File: config.mk
export PLATFORM = sky130hd
export DESIGN_NAME = rx_memory_control
export DESIGN_NICKNAME = d
export VERILOG_FILES = /design/src/rtl/rx_mem_pkg.sv /design/src/rtl/rx_seg_addr_gen.sv /design/src/rtl/rx_memory_control.sv
export SDC_FILE = /design/constraint.sdc
export NUM_CORES = 1
export LEC_CHECK = 0
export BUFFER_PORTS_ARGS = -buffer_cell sky130_fd_sc_hd__buf_2
export CORE_ASPECT_RATIO = 0.5
export CORE_MARGIN = 4
export CORE_UTILIZATION = 40
export CTS_BUF_LIST = sky130_fd_sc_hd__clkbuf_8
export CTS_CLUSTER_DIAMETER = 80
export DETAILED_ROUTE_END_ITERATION = 10
export PLACE_DENSITY_LB_ADDON = 0.25
export SYNTH_ARGS = -nofsm -noshare
export SYNTH_HDL_FRONTEND = slang
export SYNTH_SLANG_ARGS = --single-unit
File: constraint.sdc
create_clock -name clk125MHz -period 2.8 [get_ports clk125MHz]
set_input_delay 0.28 -clock clk125MHz [delete_from_list [all_inputs] [get_ports clk125MHz]]
set_output_delay 0.28 -clock clk125MHz [all_outputs]
set_load 0.01 [all_outputs]
File: src/rtl/rx_mem_pkg.sv
// ---------------------------------------------------------------------------
// rx_mem_pkg
// Shared types and constants for the receive-side frame memory controller:
//   - rx_state_t   : controller FSM states
//   - HDR_BYTES    : segment header length (aux, segment_num[15:8],
//                    segment_num[7:0], txid)
//   - *_OFS        : byte offsets of each header field
//   - CNT_W        : width of segment numbers and statistics counters
//   - sat_inc()    : saturating increment for the statistics counters
// ---------------------------------------------------------------------------
package rx_mem_pkg;

  typedef enum logic [2:0] {
    IDLE,
    HDR,
    PAYLOAD,
    DROP,
    CHECK
  } rx_state_t;

  localparam int HDR_BYTES  = 4;
  localparam int HDR_CNT_W  = $clog2(HDR_BYTES);

  localparam int AUX_OFS    = 0;
  localparam int SEG_HI_OFS = 1;
  localparam int SEG_LO_OFS = 2;
  localparam int TXID_OFS   = 3;

  localparam int CNT_W      = 16;

  // Counters stick at all-ones instead of wrapping back to zero.
  function automatic logic [CNT_W-1:0] sat_inc(input logic [CNT_W-1:0] v);
    return (&v) ? v : v + CNT_W'(1);
  endfunction

endpackage

File: src/rtl/rx_seg_addr_gen.sv
// ---------------------------------------------------------------------------
// rx_seg_addr_gen
// BRAM address generator for one segment. On load_base the segment base
// address (seg_num * PAYLOAD_BYTES) is registered and the byte offset is
// cleared; each byte_en advances the offset. A write request (wr_en) produces
// a registered strobe and address (base + offset) one cycle later.
//
// Ports:
//   clk, rst_n   clock, asynchronous active-low reset
//   load_base    capture base for seg_num, clear offset
//   seg_num      segment number of the frame being received
//   byte_en      one payload byte consumed (written or not)
//   wr_en        current payload byte is to be written
//   offset       payload bytes consumed so far; saturates at PAYLOAD_BYTES+1
//   bram_addr    registered BRAM byte address
//   bram_we      registered BRAM write strobe
// ---------------------------------------------------------------------------
module rx_seg_addr_gen
  import rx_mem_pkg::*;
#(
  parameter int PAYLOAD_BYTES = 1280,
  parameter int ADDR_W        = 24,
  parameter int OFS_W         = 11
) (
  input  logic              clk,
  input  logic              rst_n,
  input  logic              load_base,
  input  logic [CNT_W-1:0]  seg_num,
  input  logic              byte_en,
  input  logic              wr_en,
  output logic [OFS_W-1:0]  offset,
  output logic [ADDR_W-1:0] bram_addr,
  output logic              bram_we
);

  localparam logic [ADDR_W-1:0] PAYLOAD_LEN = ADDR_W'(PAYLOAD_BYTES);
  // One past a full payload is enough to tell "exact" from "too long".
  localparam logic [OFS_W-1:0]  OFS_SAT     = OFS_W'(PAYLOAD_BYTES + 1);

  logic [ADDR_W-1:0] base_q;

  // NOTE: registers are updated with non-blocking assignments so every flop
  // samples the pre-edge values, independent of statement order.
  always_ff @(posedge clk or negedge rst_n) begin
    if (!rst_n) begin
      base_q    <= '0;
      offset    <= '0;
      bram_addr <= '0;
      bram_we   <= 1'b0;
    end else begin
      bram_we <= wr_en;
      // The base is loaded on the last header byte, so it is stable before
      // the first payload byte arrives.
      if (load_base) begin
        base_q <= ADDR_W'(seg_num) * PAYLOAD_LEN;
        offset <= '0;
      end else if (byte_en && (offset != OFS_SAT)) begin
        offset <= offset + OFS_W'(1);
      end
      if (wr_en) begin
        bram_addr <= base_q + ADDR_W'(offset);
      end
    end
  end

endmodule

File: src/rtl/rx_memory_control.sv
// ---------------------------------------------------------------------------
// rx_memory_control
// Receive-side frame memory controller. Parses the segment header from the
// de-framed payload stream, writes pixel bytes into the frame BRAM at
// segment_num * PAYLOAD_BYTES + offset, drops out-of-range segments and
// redundant copies, commits segments with good FCS and exact length, and
// pulses oneframe_done when the last segment of a video frame is committed.
//
// Configuration macro:
//   RX_STATS_EN  defined   -> dup_count / err_count are live saturating counters
//                undefined -> both outputs are tied to zero
//
// Ports:
//   clk125MHz      sole clock
//   rst            asynchronous active-low reset
//   rx_data        payload byte
//   rx_valid       rx_data valid this cycle
//   rx_sop         first byte of frame (with rx_valid)
//   rx_eop         last byte of frame (with rx_valid)
//   rx_crc_ok      FCS good, sampled with rx_eop
//   bram_we        BRAM write strobe
//   bram_addr      BRAM byte address
//   bram_din       BRAM write data
//   seg_num_out    last committed segment number
//   txid_out       txid of last committed segment
//   oneframe_done  one-cycle pulse after segment MAX-1 is committed
//   busy           frame in progress (HDR/PAYLOAD/DROP/CHECK)
//   dup_count      duplicate frames dropped
//   err_count      errored / aborted frames
// ---------------------------------------------------------------------------
module rx_memory_control
  import rx_mem_pkg::*;
#(
  parameter int SEGMENT_NUMBER_MAX = 720,
  parameter int PAYLOAD_BYTES      = 1280,
  parameter int ADDR_W             = 24
) (
  input  logic              clk125MHz,
  input  logic              rst,
  input  logic [7:0]        rx_data,
  input  logic              rx_valid,
  input  logic              rx_sop,
  input  logic              rx_eop,
  input  logic              rx_crc_ok,
  output logic              bram_we,
  output logic [ADDR_W-1:0] bram_addr,
  output logic [7:0]        bram_din,
  output logic [CNT_W-1:0]  seg_num_out,
  output logic [7:0]        txid_out,
  output logic              oneframe_done,
  output logic              busy,
  output logic [CNT_W-1:0]  dup_count,
  output logic [CNT_W-1:0]  err_count
);

  localparam int                OFS_W       = $clog2(PAYLOAD_BYTES + 2);
  localparam logic [OFS_W-1:0]  PAYLOAD_LEN = OFS_W'(PAYLOAD_BYTES);
  localparam logic [CNT_W-1:0]  SEG_MAX     = CNT_W'(SEGMENT_NUMBER_MAX);
  localparam logic [CNT_W-1:0]  SEG_LAST    = CNT_W'(SEGMENT_NUMBER_MAX - 1);

  rx_state_t state_q, state_n;

  logic [HDR_CNT_W-1:0] hdr_cnt_q;
  logic [7:0]           aux_q;
  logic [CNT_W-1:0]     seg_q;
  logic [7:0]           txid_q;
  logic                 crc_q;
  logic [CNT_W-1:0]     last_seg_q;
  logic [7:0]           last_aux_q;
  logic                 last_valid_q;
  logic [OFS_W-1:0]     offset;

  logic sop_in;
  logic hdr_start, hdr_take, load_base, byte_en, wr_en, crc_take;
  logic commit, done_n, err_inc, dup_inc;
  logic is_txid_byte, is_dup;

  assign sop_in       = rx_valid && rx_sop;
  assign is_txid_byte = (hdr_cnt_q == HDR_CNT_W'(TXID_OFS));
  assign is_dup       = last_valid_q && (seg_q == last_seg_q) && (aux_q == last_aux_q);
  assign busy         = (state_q != IDLE);

  // -------------------------------------------------------------------------
  // Next-state and control strobes
  // -------------------------------------------------------------------------
  // NOTE: every signal gets a default before the case so no path can leave
  // one unassigned, which would otherwise infer a latch.
  always_comb begin
    state_n   = state_q;
    hdr_start = 1'b0;
    hdr_take  = 1'b0;
    load_base = 1'b0;
    byte_en   = 1'b0;
    wr_en     = 1'b0;
    crc_take  = 1'b0;
    commit    = 1'b0;
    done_n    = 1'b0;
    err_inc   = 1'b0;
    dup_inc   = 1'b0;

    unique case (state_q)
      IDLE: begin
        if (sop_in) begin
          hdr_start = 1'b1;
          state_n   = HDR;
        end
      end

      HDR: begin
        if (sop_in) begin
          // Abort; the sop byte is the new frame's aux byte.
          err_inc   = 1'b1;
          hdr_start = 1'b1;
        end else if (rx_valid) begin
          if (rx_eop) begin
            err_inc = 1'b1;
            state_n = IDLE;
          end else begin
            hdr_take = 1'b1;
            // segment_num is complete by the txid byte, so decide now.
            if (is_txid_byte) begin
              if (seg_q >= SEG_MAX) begin
                err_inc = 1'b1;
                state_n = DROP;
              end else if (is_dup) begin
                dup_inc = 1'b1;
                state_n = DROP;
              end else begin
                load_base = 1'b1;
                state_n   = PAYLOAD;
              end
            end
          end
        end
      end

      PAYLOAD: begin
        if (sop_in) begin
          err_inc   = 1'b1;
          hdr_start = 1'b1;
          state_n   = HDR;
        end else if (rx_valid) begin
          byte_en = 1'b1;
          wr_en   = (offset < PAYLOAD_LEN);
          if (rx_eop) begin
            crc_take = 1'b1;
            state_n  = CHECK;
          end
        end
      end

      DROP: begin
        if (sop_in) begin
          err_inc   = 1'b1;
          hdr_start = 1'b1;
          state_n   = HDR;
        end else if (rx_valid && rx_eop) begin
          state_n = IDLE;
        end
      end

      CHECK: begin
        if (crc_q && (offset == PAYLOAD_LEN)) begin
          commit = 1'b1;
          done_n = (seg_q == SEG_LAST);
        end else begin
          err_inc = 1'b1;
        end
        // The previous frame is already resolved here, so a back-to-back sop
        // simply starts the next header.
        if (sop_in) begin
          hdr_start = 1'b1;
          state_n   = HDR;
        end else begin
          state_n = IDLE;
        end
      end

      default: state_n = IDLE;
    endcase
  end

  // -------------------------------------------------------------------------
  // State, header fields, commit registers, write data
  // -------------------------------------------------------------------------
  always_ff @(posedge clk125MHz or negedge rst) begin
    if (!rst) begin
      state_q       <= IDLE;
      hdr_cnt_q     <= '0;
      aux_q         <= '0;
      seg_q         <= '0;
      txid_q        <= '0;
      crc_q         <= 1'b0;
      last_seg_q    <= 16'hFFFF;
      last_aux_q    <= '0;
      last_valid_q  <= 1'b0;
      seg_num_out   <= '0;
      txid_out      <= '0;
      oneframe_done <= 1'b0;
      bram_din      <= '0;
    end else begin
      state_q       <= state_n;
      oneframe_done <= done_n;

      if (hdr_start) begin
        aux_q     <= rx_data;
        hdr_cnt_q <= HDR_CNT_W'(AUX_OFS + 1);
      end else if (hdr_take) begin
        unique case (hdr_cnt_q)
          HDR_CNT_W'(SEG_HI_OFS): seg_q[15:8] <= rx_data;
          HDR_CNT_W'(SEG_LO_OFS): seg_q[7:0]  <= rx_data;
          HDR_CNT_W'(TXID_OFS):   txid_q      <= rx_data;
          default: ;
        endcase
        hdr_cnt_q <= hdr_cnt_q + HDR_CNT_W'(1);
      end

      if (crc_take) crc_q <= rx_crc_ok;
      if (wr_en)    bram_din <= rx_data;

      if (commit) begin
        last_seg_q   <= seg_q;
        last_aux_q   <= aux_q;
        last_valid_q <= 1'b1;
        seg_num_out  <= seg_q;
        txid_out     <= txid_q;
      end
    end
  end

  rx_seg_addr_gen #(
    .PAYLOAD_BYTES (PAYLOAD_BYTES),
    .ADDR_W        (ADDR_W),
    .OFS_W         (OFS_W)
  ) u_addr_gen (
    .clk       (clk125MHz),
    .rst_n     (rst),
    .load_base (load_base),
    .seg_num   (seg_q),
    .byte_en   (byte_en),
    .wr_en     (wr_en),
    .offset    (offset),
    .bram_addr (bram_addr),
    .bram_we   (bram_we)
  );

  // -------------------------------------------------------------------------
  // Statistics
  // -------------------------------------------------------------------------
`ifdef RX_STATS_EN
  always_ff @(posedge clk125MHz or negedge rst) begin
    if (!rst) begin
      dup_count <= '0;
      err_count <= '0;
    end else begin
      if (dup_inc) dup_count <= sat_inc(dup_count);
      if (err_inc) err_count <= sat_inc(err_count);
    end
  end
`else
  logic unused_stats;
  assign unused_stats = dup_inc | err_inc;
  assign dup_count    = '0;
  assign err_count    = '0;
`endif

endmodule
**Yosys cells after proc, flatten, opt, wreduce, memory -nomap -nowiden**

Index checks and enable logic that the tools add are counted.

- Bits in registers: 148
- Input bits: 14
- Logic and storage cells: 104
- Output and inout bits: 91

- Equal/unequal tests: 19
- Magnitude comparators: 2
- Multiplexer cells: 45
- $mul: 1
- Bitwise gates (word level): 1
- Reduce and logical (&&, ||, !) cells: 15
- Add/subtract/negate cells: 3

Operators with widths:

| cell | count |
|---|---|
| 1-bit two-way mux | 30 |
| 3-bit two-way mux | 10 |
| 24-bit by 11-bit adder with 24-bit output | 1 |
| 11-bit two-way mux | 2 |
| 16-bit by 10-bit equality test with 1-bit output (second input constant) | 1 |
| 16-bit equality test | 1 |
| 16-bit by 10-bit >= comparator with 1-bit output (second input constant) | 1 |
| 16-bit by 3-bit multiplier with 16-bit output (second input constant) | 1 |
| 3-bit one-hot mux with 5 select lines | 1 |
| 3-bit != test (second input constant) | 4 |
| 11-bit by 1-bit adder with 11-bit output (second input constant) | 1 |
| 11-bit equality test (second input constant) | 1 |
| 11-bit less-than comparator (second input constant) | 1 |
| 11-bit != test (second input constant) | 1 |
| 3-bit AND reduction | 3 |
| 8-bit equality test | 1 |
| 7-bit AND reduction | 1 |
| 3-bit by 2-bit equality test with 1-bit output (second input constant) | 2 |
| 1-bit logical AND | 6 |
| 2-bit != test (second input constant) | 3 |
| 5-bit OR reduction | 1 |
| 2-bit equality test (second input constant) | 2 |
| 2-bit two-way mux | 2 |
| 2-bit nonzero test | 2 |
| other kinds (7) | 7 |

**Logic depth before layout (Yosys ltp)**

Gate-level depths: netlist of the first run.

- Depth in word-level cells: 11
- Mapped depth: 10
- Gate-level depth less buffers: 10

**By module**

Synthesis of the first run repeated with hierarchy kept, for this count alone.

- Cell total of the unflattened synthesis: 602
- Area total of the unflattened synthesis: 7463.4 sq um

By module, submodules not included:

| module | sequential area each (sq um) | cells each | area each (sq um) | times used |
|---|---|---|---|---|
| rx_memory_control | 2422.3 | 310 | 4386.7 | 1 |
| rx_seg_addr_gen | 1301.2 | 292 | 3076.7 | 1 |

**Worst setup path before layout of the first run**

Ideal clock, no wire load.

- Path type: reg2reg
- Start: register seg_q[1]
- End: register u_addr_gen.base_q[19]
- Setup time: 125 ps
- Stages on the path, launching flop included: 10
- Path buffers: 0
- Path slack: 492 ps
- Required time: 2675 ps
- Clock period less this slack: 2308 ps
- Arrival time: 2184 ps
- Path through: dfrtp_1 -> ha_1 -> ha_1 -> inv_1 -> fa_1 -> nor2b_1 -> o31a_1 -> o31ai_1 -> xnor2_1 -> mux2_2

- Cells in the longest elaborated chain, start to end: 10
- Elaborated cells between the ends (all ways): 12
- Classes of those cells: mul: 1; order compare: 1; eq/ne: 1; mux: 7; reduce/logical: 2

RTL lines:

| item | RTL line | RTL |
|---|---|---|
| from (decl) | rx_memory_control.sv:65 | `logic [CNT_W-1:0] seg_q;` |
| from (signal assigned) | rx_memory_control.sv:211 | `HDR_CNT_W'(SEG_LO_OFS): seg_q[7:0] <= rx_data;` |
| branches (longest 10 deep; another with 16-bit by 3-bit multiplier with 16-bit output) | -- |  |
| to (signal assigned) | rx_seg_addr_gen.sv:55 | `base_q <= ADDR_W'(seg_num) * PAYLOAD_LEN;` |
| to (decl) | rx_seg_addr_gen.sv:40 | `logic [ADDR_W-1:0] base_q;` |

Parallel ways; which one is timed is not known.
A chain may end at the register's enable or synchronous reset.

**Worst setup path after layout of the first run**

Same ends and word-level chain as after synthesis.

==> impl_metrics.xml, run 1 <==
<?xml version="1.0" encoding="UTF-8"?>
<metrics>
  <group name="outcome">
    <metric name="status" unit="">finished clean</metric>
  </group>
  <group name="placement">
    <metric name="place_congestion" unit="">0.806</metric>
    <metric name="preCtsSetupSlack" unit="ns">0.294</metric>
    <metric name="port-buffer-count" unit="">72</metric>
    <metric name="post-place-cells" unit="">1029</metric>
    <metric name="dp.final_hpwl" unit="um">11500</metric>
    <metric name="place_area" unit="sq mm">0.00798</metric>
  </group>
  <group name="power_and_ir_drop">
    <metric name="power-per-cell-area" unit="mW/mm^2">758</metric>
    <metric name="peakVddDrop" unit="mV">0.367</metric>
    <metric name="power.static_leakage" unit="nW">4.38</metric>
  </group>
  <group name="global_route">
    <metric name="first_global_vias" unit="">4967</metric>
    <metric name="grt_first_pass_wirelength" unit="um">26400</metric>
    <metric name="antenna_found_initial" unit="">0</metric>
    <metric name="grt_remaining_overflow" unit="">0</metric>
    <metric name="grt_max_degree" unit="">95</metric>
    <metric name="grt_usage" unit="%">15.5</metric>
  </group>
  <group name="sta">
    <metric name="skew" unit="ns">0.0152</metric>
    <metric name="final_min_period_over_clock_period" unit="%">88.4</metric>
    <metric name="finalSetupViolCount" unit="">0</metric>
    <metric name="setup_slack" unit="ns">0.326</metric>
    <metric name="hold_viol" unit="">0</metric>
    <metric name="setup_repair_after_global_routing_missed_its_margin" unit="">no</metric>
    <metric name="worst_pin_slew" unit="ns">0.641</metric>
    <metric name="max_slew_margin" unit="%">56.9</metric>
    <metric name="slew_viol_final" unit="">0</metric>
    <metric name="max_freq" unit="GHz">0.404</metric>
    <metric name="finalSetupTns" unit="ns">0</metric>
    <metric name="minimum_period_implied_by_the_final_worst_setup_slack" unit="ns">2.47</metric>
  </group>
  <group name="clock_tree">
    <metric name="clock_latency" unit="ns">0.44</metric>
    <metric name="cts.path.max_buffers" unit="">2</metric>
    <metric name="cts-root-buf" unit="">clkbuf_8</metric>
    <metric name="cts_inserted_buffers" unit="">17</metric>
    <metric name="cts.repair.resized" unit="">0</metric>
    <metric name="htree_num_levels" unit="">4</metric>
    <metric name="cts_tree" unit="">built</metric>
    <metric name="cts.clk_slew.worst_paths" unit="ns">0.09</metric>
    <metric name="numClockSinks" unit="">148</metric>
  </group>
  <group name="die">
    <metric name="die_h" unit="um">105</metric>
    <metric name="core" unit="sq mm">0.0178</metric>
    <metric name="rows" unit="">34</metric>
    <metric name="design.portCount" unit="">105</metric>
    <metric name="floorplan.die.width" unit="um">201</metric>
    <metric name="floorplan.initialDensity" unit="%">41.8</metric>
    <metric name="design.die.area" unit="sq mm">0.0210</metric>
  </group>
  <group name="yosys">
    <metric name="synth_enable_flop_cells" unit="">0</metric>
    <metric name="avg_cell_area_syn" unit="sq um">10.2</metric>
    <metric name="cell_area_after_synthesis" unit="sq mm">0.00745</metric>
    <metric name="ys_async_sr_fraction" unit="%">100</metric>
    <metric name="synth-main-ff-cell" unit="">dfrtp_1</metric>
    <metric name="post_synth_num_cell_types" unit="">53</metric>
    <metric name="yosysSeqAreaShare" unit="%">50.0</metric>
    <metric name="yosys_synthesis_warning_count" unit="">0</metric>
    <metric name="ys_seq_elements" unit="">148</metric>
    <metric name="syn_inst" unit="">733</metric>
  </group>
  <group name="worst_setup_path">
    <metric name="crit_path_cell_trace" unit="">ha_1 -&gt; ha_1 -&gt; inv_1 -&gt; fa_1 -&gt; nor2b_1 -&gt; o31a_1 -&gt; o31ai_1 -&gt; xnor2_1 -&gt; mux2_2</metric>
    <metric name="critPathKind" unit="">register to register</metric>
    <metric name="path_delay_family" unit="">adder cells</metric>
    <metric name="crit_buf_inv" unit="">1</metric>
    <metric name="crit_path_start_kind" unit="">register</metric>
    <metric name="timing.critical_path.arrival" unit="ns">2.80</metric>
    <metric name="worst_path_largest_cell_delay" unit="ns">0.45</metric>
    <metric name="cpMostUsedCell" unit="">ha_1</metric>
    <metric name="source_of_the_worst_register_to_register_timing_path" unit="">seg_q[1]$_DFFE_PN0P_</metric>
    <metric name="crit_path_start" unit="">seg_q[1]$_DFFE_PN0P_</metric>
    <metric name="crit_path_max_fanout" unit="">6</metric>
    <metric name="cp_data_required_time" unit="ns">3.13</metric>
    <metric name="worst_setup_path_end_kind" unit="">register</metric>
    <metric name="critical_path.slowest_cell" unit="">dfrtp_1</metric>
  </group>
  <group name="drt">
    <metric name="via_count" unit="">5138</metric>
    <metric name="wl_per_cell" unit="um">15.2</metric>
    <metric name="detail_route.first_pass.iterations" unit="">4</metric>
    <metric name="remaining_drc_errors" unit="">0</metric>
    <metric name="drtAntennaViolNets" unit="">0</metric>
    <metric name="drt_first_iter_violations" unit="">330</metric>
    <metric name="vias_per_cell" unit="">4.84</metric>
    <metric name="wl" unit="um">16100</metric>
  </group>
  <group name="cells_and_area">
    <metric name="syn_to_final_growth" unit="%">13.2</metric>
    <metric name="n_fill_cell" unit="">1700</metric>
    <metric name="final_util" unit="%">47.3</metric>
    <metric name="finalNetCount" unit="">865</metric>
    <metric name="antenna-diode-count" unit="">0</metric>
    <metric name="layout.cells.most_common" unit="">nand2_1</metric>
    <metric name="most-common-layout-cells" unit="">nand2_1, dfrtp_1, buf_2</metric>
    <metric name="final_instance_area" unit="sq mm">0.00844</metric>
    <metric name="final_cells" unit="">1062</metric>
    <metric name="post_route_cells_drive_above_1_share" unit="%">22.8</metric>
  </group>
  <group name="min_path">
    <metric name="timing.hold.worst.start" unit="">rx_crc_ok</metric>
    <metric name="timing.hold.worst.class" unit="">primary input to register</metric>
  </group>
  <group name="job">
    <metric name="cap_viol_max_count" unit="">0</metric>
  </group>
</metrics>
## stage by stage
| stage | power, mW | hold WS, ns |
|---|---|---|
| after detailed placement | 4.55 | 0.218 |
| after CTS | 6.46 | 0.0646 |
| final | 6.39 | 0.0879 |
| after floorplan | 4.01 | -0.0156 |
| after global placement | 4.52 | 0.211 |
| after global routing | 6.81 | 0.0656 |
## registers in the layout, summed over array words and instances (netlist names)
register / count
oneframe_done: 1
last_aux_q: 8
seg_q: 16
u_addr_gen.bram_we: 1
state_q: 3
txid_out: 8
last_seg_q: 16
bram_din: 8
u_addr_gen.bram_addr: 24
hdr_cnt_q: 2
crc_q: 1
seg_num_out: 16
u_addr_gen.base_q: 16
txid_q: 8
aux_q: 8
u_addr_gen.offset: 11
last_valid_q: 1
## path summary, 6_finish.rpt
path / end / slack (ns) / cells past startpoint
min in group asynchronous: seg_num_out[14]$_DFFE_PN0P_ / 0.31 / 2
setup reg to reg: u_addr_gen.base_q[19]$_DFFE_PN0P_ / 0.33 / 9
hold reg to reg: last_seg_q[10]$_DFFE_PN1P_ / 0.46 / 2
setup / recovery: u_addr_gen.base_q[19]$_DFFE_PN0P_ / 0.33 / 9
max in group asynchronous: last_seg_q[0]$_DFFE_PN1P_ / 1.66 / 3
hold / removal: crc_q$_DFFE_PN0P_ / 0.09 / 2
## area by class of cell
cell class                 instances  area, sq um  share of cell area (%)
multi-input combinational        545         3430                    40.6
clock inverter                    12          176                    2.09
clock buffer                      20          275                    3.26
inverter                          19         71.3                   0.845
timing repair buffer              84          472                    5.59
tap                              234          293                    3.47
sequential                       148         3720                    44.1
## cell usage after synthesis (2+ instances only)
cell type	n	share of area (%)
xor2_1	11	1.3
fa_1	2	0.54
nor4_1	2	0.17
nor3b_1	4	0.40
a21oi_1	13	0.87
nand2_1	198	10
dfrtp_1	132	44
nor2_1	28	1.4
o21a_1	2	0.20
and2_1	2	0.17
nor2b_1	3	0.25
mux2_2	49	7.4
o211ai_1	2	0.20
nand3b_1	2	0.20
buf_4	33	3.3
nand2b_1	3	0.25
or2_2	3	0.25
buf_2	7	0.47
buf_6	3	0.45
o31ai_1	2	0.20
inv_1	19	0.96
nand3_1	8	0.54
a21o_1	8	0.81
nand4_1	19	1.6
ha_1	34	5.7
nor3_1	8	0.54
mux2i_1	6	0.81
nor3_2	2	0.27
or3_1	4	0.34
clkbuf_1	9	0.45
dfstp_2	16	5.6
xnor2_1	46	5.4
o21ai_0	33	2.2
## routing by layer
layer / track usage [%] / vias up / routed length (um)
met5: 0 / - / 0
met4: 4.17 / 0 / 225
met3: 2.96 / 18 / 625
met2: 22.4 / 94 / 6870
met1: 23.7 / 2468 / 8400
li1: - / 2558 / -
## report_power, final
part	leakage (nW)	internal (mW)	total [mW]	switching, mW
Clock	0.225	1.04	1.87	0.826
Combinational	2.23	0.826	1.81	0.983
Sequential	1.93	2.42	2.71	0.296
Total	4.38	4.29	6.39	2.11
## logic make-up (layout without fill, tap and decap cells)
| family | Yosys count | count (layout) | synth area share, % |
|---|---|---|---|
| and+or+nand+nor | 295 | 295 | 17.5 |
| DFF | 148 | 148 | 50.0 |
| buffers and inverters | 71 | 135 | 5.66 |
| AOI/OAI and AO/OA | 70 | 70 | 5.68 |
| xor gates and xnor gates | 57 | 57 | 6.70 |
| muxes | 55 | 55 | 8.21 |
| adders and majority gates | 36 | 36 | 6.25 |
| other | 1 | 32 | 0.0503 |
## timing repair
item | 4_1_cts | 5_1_grt
hold endpoints to repair | 33 | 0
hold buffers | 1 | 0
buffers inserted | 0 | 0
Power figures use the tool's default switching activity.
==> run 2: changes to the inputs <==
Settings changed: ABC_AREA set to 1, HOLD_SLACK_MARGIN set to 0.06.
==> impl_metrics.xml, run 2 <==
<?xml version="1.0" encoding="UTF-8"?>
<metrics>
  <group name="global_route">
    <metric name="grt_first_pass_wirelength" unit="um">30400</metric>
    <metric name="grt_usage" unit="%">17.1</metric>
    <metric name="grt_remaining_overflow" unit="">0</metric>
    <metric name="first_global_vias" unit="">5997</metric>
    <metric name="antenna_found_initial" unit="">0</metric>
    <metric name="grt_max_degree" unit="">96</metric>
  </group>
  <group name="clock_tree">
    <metric name="cts.repair.resized" unit="">0</metric>
    <metric name="numClockSinks" unit="">148</metric>
    <metric name="cts_tree" unit="">built</metric>
    <metric name="clock_latency" unit="ns">0.46</metric>
    <metric name="cts-root-buf" unit="">clkbuf_8</metric>
    <metric name="htree_num_levels" unit="">4</metric>
    <metric name="ctsHoldBuffers" unit="">10</metric>
    <metric name="post_cts_buffers" unit="">0</metric>
    <metric name="cts.clk_slew.worst_paths" unit="ns">0.08</metric>
    <metric name="cts.path.max_buffers" unit="">2</metric>
    <metric name="cts_inserted_buffers" unit="">17</metric>
  </group>
  <group name="die">
    <metric name="floorplan.die.width" unit="um">207</metric>
    <metric name="rows" unit="">36</metric>
    <metric name="floorplan.initialDensity" unit="%">40.7</metric>
    <metric name="design.portCount" unit="">105</metric>
    <metric name="die_h" unit="um">107</metric>
    <metric name="core" unit="sq mm">0.0194</metric>
    <metric name="design.die.area" unit="sq mm">0.0222</metric>
  </group>
  <group name="worst_setup_path">
    <metric name="cp_data_required_time" unit="ns">3.16</metric>
    <metric name="timing.critical_path.to" unit="">u_addr_gen.base_q[23]$_DFFE_PN0P_</metric>
    <metric name="timing.critical_path.arrival" unit="ns">2.73</metric>
    <metric name="r2r_cells" unit="">12</metric>
    <metric name="reg2reg_slack" unit="ns">0.43</metric>
    <metric name="crit_path_start" unit="">seg_q[3]$_DFFE_PN0P_</metric>
    <metric name="critPathKind" unit="">register to register</metric>
    <metric name="crit_path_start_kind" unit="">register</metric>
    <metric name="source_of_the_worst_register_to_register_timing_path" unit="">seg_q[3]$_DFFE_PN0P_</metric>
    <metric name="crit-reg2reg-capture" unit="">u_addr_gen.base_q[23]$_DFFE_PN0P_</metric>
    <metric name="crit_path_max_fanout" unit="">6</metric>
    <metric name="worst_setup_path_end_kind" unit="">register</metric>
  </group>
  <group name="sta">
    <metric name="hold_viol" unit="">0</metric>
    <metric name="finalSetupTns" unit="ns">0</metric>
    <metric name="finalSetupViolCount" unit="">0</metric>
    <metric name="skew" unit="ns">0.0153</metric>
    <metric name="max_slew_margin" unit="%">41.2</metric>
    <metric name="minimum_period_implied_by_the_final_worst_setup_slack" unit="ns">2.37</metric>
    <metric name="final_min_period_over_clock_period" unit="%">84.6</metric>
    <metric name="setup_repair_after_global_routing_missed_its_margin" unit="">no</metric>
    <metric name="worst_pin_slew" unit="ns">0.881</metric>
    <metric name="max_freq" unit="GHz">0.422</metric>
    <metric name="slew_viol_final" unit="">0</metric>
  </group>
  <group name="cells_and_area">
    <metric name="final_instance_area" unit="sq mm">0.00893</metric>
    <metric name="reg_with_most_ffs" unit="">u_addr_gen.bram_addr</metric>
    <metric name="most-common-layout-cells" unit="">nand2_1, inv_1, dfrtp_1</metric>
    <metric name="finalNetCount" unit="">1124</metric>
    <metric name="layout.cells.most_common" unit="">nand2_1</metric>
    <metric name="antenna-diode-count" unit="">0</metric>
    <metric name="post_route_cells_drive_above_1_share" unit="%">14.1</metric>
    <metric name="syn_to_final_growth" unit="%">13.1</metric>
    <metric name="n_fill_cell" unit="">1943</metric>
    <metric name="largest_register_ff_count" unit="">24</metric>
  </group>
  <group name="yosys">
    <metric name="yosysSeqAreaShare" unit="%">47.1</metric>
    <metric name="muxShareOfSynthArea" unit="%">0</metric>
    <metric name="ys_async_sr_fraction" unit="%">100</metric>
    <metric name="post_synth_num_cell_types" unit="">39</metric>
    <metric name="synthMostInstantiatedCell" unit="">nand2_1</metric>
    <metric name="avg_cell_area_syn" unit="sq um">7.99</metric>
    <metric name="synth_compound_gate_area_share" unit="%">11.2</metric>
    <metric name="ys_seq_elements" unit="">148</metric>
    <metric name="yosys.area_share.simple" unit="%">21.3</metric>
    <metric name="cell_area_after_synthesis" unit="sq mm">0.00790</metric>
    <metric name="synth.area.top_cells" unit="">dfrtp_1, nand2_1, inv_1</metric>
    <metric name="synth-main-ff-cell" unit="">dfrtp_1</metric>
    <metric name="synth_commonest_cells" unit="">nand2_1, inv_1, dfrtp_1</metric>
    <metric name="synth_enable_flop_cells" unit="">0</metric>
    <metric name="netlist.area_leader.share" unit="%">41.8</metric>
    <metric name="post_synth_fa_ha_maj_area_fraction" unit="%">5.89</metric>
    <metric name="syn_inst" unit="">989</metric>
    <metric name="yosys_synthesis_warning_count" unit="">0</metric>
    <metric name="synth_top_cell_by_area" unit="">dfrtp_1</metric>
    <metric name="synth_top_family_by_area" unit="">simple AND/OR/NAND/NOR gates</metric>
    <metric name="xor_and_xnor_area_share_after_synthesis" unit="%">1.77</metric>
  </group>
  <group name="power_and_ir_drop">
    <metric name="power-per-cell-area" unit="mW/mm^2">833</metric>
    <metric name="sw_frac_of_total" unit="%">40.0</metric>
    <metric name="pwr-share-seq" unit="%">41.2</metric>
    <metric name="power.static_leakage" unit="nW">4.80</metric>
    <metric name="combPwrFrac" unit="%">34.8</metric>
    <metric name="power.share.clock" unit="%">24.1</metric>
    <metric name="peakVddDrop" unit="mV">0.392</metric>
    <metric name="power.total" unit="mW">7.44</metric>
    <metric name="intPower" unit="mW">4.46</metric>
    <metric name="p_sw" unit="mW">2.98</metric>
  </group>
  <group name="drt">
    <metric name="remaining_drc_errors" unit="">0</metric>
    <metric name="detail_route.first_pass.iterations" unit="">5</metric>
    <metric name="vias_per_cell" unit="">4.62</metric>
    <metric name="via_count" unit="">6246</metric>
    <metric name="wl_per_cell" unit="um">13.3</metric>
    <metric name="drt_first_iter_violations" unit="">425</metric>
    <metric name="wl" unit="um">18000</metric>
    <metric name="drtAntennaViolNets" unit="">0</metric>
  </group>
  <group name="placement">
    <metric name="place_area" unit="sq mm">0.00841</metric>
    <metric name="place_congestion" unit="">0.865</metric>
    <metric name="dp.final_hpwl" unit="um">13400</metric>
    <metric name="port-buffer-count" unit="">72</metric>
  </group>
  <group name="outcome">
    <metric name="status" unit="">finished clean</metric>
  </group>
  <group name="job">
    <metric name="cap_viol_max_count" unit="">0</metric>
  </group>
  <group name="min_path">
    <metric name="timing.hold.worst.class" unit="">primary input to register</metric>
  </group>
</metrics>
==> run 2: cell count changes after synthesis, moves of 19 or more <==
cell,before,now
inv_1,19,152
nand2_1,198,280
mux2_2,49,0
o21ai_0,33,110
xnor2_1,46,3
o21ai_1,0,31
nand3_1,8,27
nor2_1,28,53
==> run 2: how the worst min path moves through the flow <==
stage,startpoint,endpoint,slack (ns),depth (start not counted)
3_3_place_gp,rst,u_addr_gen.bram_addr[6]$_DFFE_PN0P_,0.32,1
4_1_cts,rx_eop,state_q[2]$_DFFE_PN0P_,0.08,3
5_1_grt,rx_eop,state_q[2]$_DFFE_PN0P_,0.11,3
3_5_place_dp,rst,u_addr_gen.bram_addr[5]$_DFFE_PN0P_,0.33,1
2_1_floorplan,rst,aux_q[0]$_DFFE_PN0P_,-0.02,0
6_report,rx_eop,state_q[2]$_DFFE_PN0P_,0.10,3
==> run 2: cell families after synthesis <==
group,count (synthesis)
DFF,148
xor gates and xnor gates,16
AOI/OAI and AO/OA,170
and+or+nand+nor,403
other,1
buffers and inverters,215
adders and majority gates,36
==> run 2: power groups by stage <==
stage | sequential (mW) | clock [mW] | combinational (mW)
after floorplan | 3.03 | 0 | 1.80
after global placement | 3.07 | 0 | 2.56
after detailed placement | 3.09 | 0 | 2.57
after CTS | 3.05 | 1.83 | 2.61
after global routing | 3.13 | 1.92 | 3.01
final | 3.06 | 1.79 | 2.59
==> run 2: area by class of cell <==
class	count	area (sq um)	share of cell area (%)
Clock buffer	18	248	2.77
Clock inverter	14	178	1.99
Inverter	159	597	6.68
Multi-Input combinational cell	657	3310	37.0
Sequential cell	148	3720	41.7
Tap cell	266	333	3.73
Timing Repair Buffer	91	547	6.12
==> run 2: per-stage QoR <==
step	cells	setup WS [ns]	hold slack, ns	utilization [%]
4_1_cts	1353	0.421	0.0793	46.0
6_report	1353	0.431	0.105	46.0
2_1_floorplan	1020	0.677	-0.0156	-
3_3_place_gp	1311	0.479	0.319	43.3
3_5_place_dp	1311	0.434	0.333	43.3
5_1_grt	1353	0.172	0.108	46.0
==> run 2: critical path: stages (launching register included) <==
cell and delay, ns:
dfrtp_1 0.45, ha_1 0.31, ha_1 0.19, inv_1 0.08, fa_1 0.42, o21bai_1 0.29, nand3_1 0.11, nand3_1 0.11
nor2_1 0.05, nor2_1 0.11, nand2_1 0.06, nand2_1 0.05, inv_1 0.03
==> run 2: metal layers <==
layer | global-route usage, % | wire, um | part of all wire (%) | vias to the layer above
met1 | 25.9 | 9380 | 52 | 2878
met4 | 5.18 | 220 | 1.2 | 0
met3 | 3.13 | 698 | 3.9 | 16
met2 | 24.9 | 7730 | 43 | 121
met5 | 0 | 0 | 0 | -
li1 | - | - | - | 3231
==> run 3: changes to the inputs <==
Clock period 2.8 ns to 2.1 ns, I/O delays scaled along.
==> impl_metrics.xml, run 3 (same netlist as run 2, synthesis figures left out) <==
<?xml version="1.0" encoding="UTF-8"?>
<metrics>
  <group name="cells_and_area">
    <metric name="antenna-diode-count" unit="">0</metric>
    <metric name="reg_with_most_ffs" unit="">u_addr_gen.bram_addr</metric>
    <metric name="post_route_cells_drive_above_1_share" unit="%">19.2</metric>
    <metric name="finalNetCount" unit="">1156</metric>
    <metric name="layout.cells.most_common" unit="">nand2_1</metric>
    <metric name="largest_register_ff_count" unit="">24</metric>
    <metric name="area.sequential" unit="sq mm">0.00372</metric>
    <metric name="final_instance_area" unit="sq mm">0.00938</metric>
    <metric name="multi_input_comb_area" unit="sq mm">0.00351</metric>
    <metric name="final_cells" unit="">1385</metric>
    <metric name="n_fill_cell" unit="">1887</metric>
    <metric name="syn_to_final_growth" unit="%">18.8</metric>
    <metric name="most-common-layout-cells" unit="">nand2_1, inv_1, dfrtp_1</metric>
  </group>
  <group name="power_and_ir_drop">
    <metric name="power.static_leakage" unit="nW">4.96</metric>
    <metric name="power.total" unit="mW">10.6</metric>
    <metric name="peakVddDrop" unit="mV">0.534</metric>
    <metric name="power-per-cell-area" unit="mW/mm^2">1130</metric>
  </group>
  <group name="drt">
    <metric name="remaining_drc_errors" unit="">0</metric>
    <metric name="vias_per_cell" unit="">4.64</metric>
    <metric name="wl_per_cell" unit="um">13.5</metric>
    <metric name="drtAntennaViolNets" unit="">0</metric>
    <metric name="drt_first_iter_violations" unit="">400</metric>
    <metric name="wl" unit="um">18700</metric>
    <metric name="detail_route.first_pass.iterations" unit="">5</metric>
    <metric name="via_count" unit="">6427</metric>
  </group>
  <group name="clock_tree">
    <metric name="numClockSinks" unit="">148</metric>
    <metric name="cts.clk_slew.worst_paths" unit="ns">0.09</metric>
    <metric name="htree_num_levels" unit="">4</metric>
    <metric name="cts_tree" unit="">built</metric>
    <metric name="cts_inserted_buffers" unit="">17</metric>
    <metric name="clock_latency" unit="ns">0.46</metric>
    <metric name="cts-root-buf" unit="">clkbuf_8</metric>
    <metric name="cts.path.max_buffers" unit="">2</metric>
  </group>
  <group name="global_route">
    <metric name="first_global_vias" unit="">6017</metric>
    <metric name="grt_first_pass_wirelength" unit="um">30400</metric>
    <metric name="antenna_found_initial" unit="">0</metric>
    <metric name="grt_usage" unit="%">17.3</metric>
    <metric name="grt_max_degree" unit="">73</metric>
    <metric name="grt_remaining_overflow" unit="">0</metric>
  </group>
  <group name="die">
    <metric name="floorplan.initialDensity" unit="%">40.7</metric>
    <metric name="floorplan.die.width" unit="um">207</metric>
    <metric name="design.die.area" unit="sq mm">0.0222</metric>
    <metric name="die_h" unit="um">107</metric>
    <metric name="rows" unit="">36</metric>
    <metric name="design.portCount" unit="">105</metric>
    <metric name="core" unit="sq mm">0.0194</metric>
  </group>
  <group name="sta">
    <metric name="skew" unit="ns">0.0159</metric>
    <metric name="finalSetupViolCount" unit="">0</metric>
    <metric name="minimum_period_implied_by_the_final_worst_setup_slack" unit="ns">2.05</metric>
    <metric name="worst_pin_slew" unit="ns">0.739</metric>
    <metric name="slew_viol_final" unit="">0</metric>
    <metric name="setup_repair_after_global_routing_missed_its_margin" unit="">yes</metric>
    <metric name="final_min_period_over_clock_period" unit="%">97.6</metric>
    <metric name="setup_slack" unit="ns">0.0500</metric>
    <metric name="max_slew_margin" unit="%">50.6</metric>
    <metric name="max_freq" unit="GHz">0.488</metric>
    <metric name="hold_viol" unit="">0</metric>
  </group>
  <group name="placement">
    <metric name="dp.final_hpwl" unit="um">14000</metric>
    <metric name="post-place-cells" unit="">1340</metric>
    <metric name="place_area" unit="sq mm">0.00865</metric>
    <metric name="port-buffer-count" unit="">72</metric>
    <metric name="preCtsSetupSlack" unit="ns">-0.0267</metric>
    <metric name="place_congestion" unit="">0.846</metric>
  </group>
  <group name="worst_setup_path">
    <metric name="worst_setup_path_end_kind" unit="">register</metric>
    <metric name="timing.critical_path.arrival" unit="ns">2.39</metric>
    <metric name="crit_path_start_kind" unit="">register</metric>
    <metric name="critPathKind" unit="">register to register</metric>
    <metric name="cp_data_required_time" unit="ns">2.44</metric>
    <metric name="crit_path_max_fanout" unit="">5</metric>
  </group>
  <group name="outcome">
    <metric name="status" unit="">finished clean</metric>
  </group>
  <group name="min_path">
    <metric name="timing.hold.worst.class" unit="">primary input to register</metric>
  </group>
  <group name="job">
    <metric name="cap_viol_max_count" unit="">0</metric>
  </group>
</metrics>
[run 3: changes by cell type in the layout (fill, tap and decap cells not counted), sizes merged]
cell / before / now
inv: 162 / 168
dlygate4sd3: 10 / 12
clkbuf: 18 / 17
buf: 81 / 111
bufinv: 3 / 1
clkinv: 5 / 2
[run 3: through the flow]
step                TNS (ns)  util, %  hold WS [ns]
finish                     0     48.3         0.141
global route          -0.133     48.3         0.130
CTS                        0     47.3         0.112
detailed placement   -0.0267     44.6         0.225
global placement           0     44.6         0.222
floorplan                  0        -       -0.0856
[run 3: routing by layer]
layer	part of all wire, %	GRT usage (%)	vias to the layer above
met1	51	25.8	2979
li1	-	-	3291
met5	0	0	-
met3	4.3	3.55	22
met4	1.5	5.09	0
met2	43	25.2	135
[run 3: layout make-up]
| type | count | share of cell area (%) |
|---|---|---|
| tap | 266 | 3.55 |
| clock inverter | 15 | 1.72 |
| clock buffer | 17 | 2.49 |
| multi-input combinational | 657 | 37.4 |
| inverter | 159 | 6.39 |
| sequential | 148 | 39.7 |
| timing repair buffer | 123 | 8.71 |
[run 3: worst paths after layout]
path                                                            end  slack (ns)  cells past startpoint                           startpoint
worst max register to register    u_addr_gen.base_q[18]$_DFFE_PN0P_        0.05                      9                 seg_q[3]$_DFFE_PN0P_
worst min-delay path                       hdr_cnt_q[1]$_DFFE_PN0P_        0.14                      3                             rx_valid
max in group asynchronous                 last_seg_q[8]$_DFFE_PN1P_        1.13                      3                                  rst
worst max-delay path              u_addr_gen.base_q[18]$_DFFE_PN0P_        0.05                      9                 seg_q[3]$_DFFE_PN0P_
min in group asynchronous       u_addr_gen.bram_addr[6]$_DFFE_PN0P_        0.28                      2                                  rst
worst min register to register  u_addr_gen.bram_addr[8]$_DFFE_PN0P_        0.47                      2  u_addr_gen.bram_addr[8]$_DFFE_PN0P_
[run 3: worst max-delay path: stages, from the launching register on]
cell	delay (ns)
dfrtp_1	0.44
ha_1	0.36
ha_4	0.28
a21o_1	0.17
o21bai_2	0.21
nand2_1	0.07
nand2_1	0.06
xor2_1	0.15
o21ai_0	0.16
inv_1	0.05
[run 3: timing repair]
item                                   CTS  global route
pin swaps                                0            11
gates resized for setup                  2            40
endpoints found under the hold margin   57             0
buffers inserted                         0             1
setup endpoints to repair                2            12
hold buffers                            12             0
[run 3: power by group]
part           switching, mW  leakage (nW)  internal [mW]
clock                   1.24         0.192          0.988
combinational           2.60          2.91           1.83
sequential             0.474          1.86           3.47
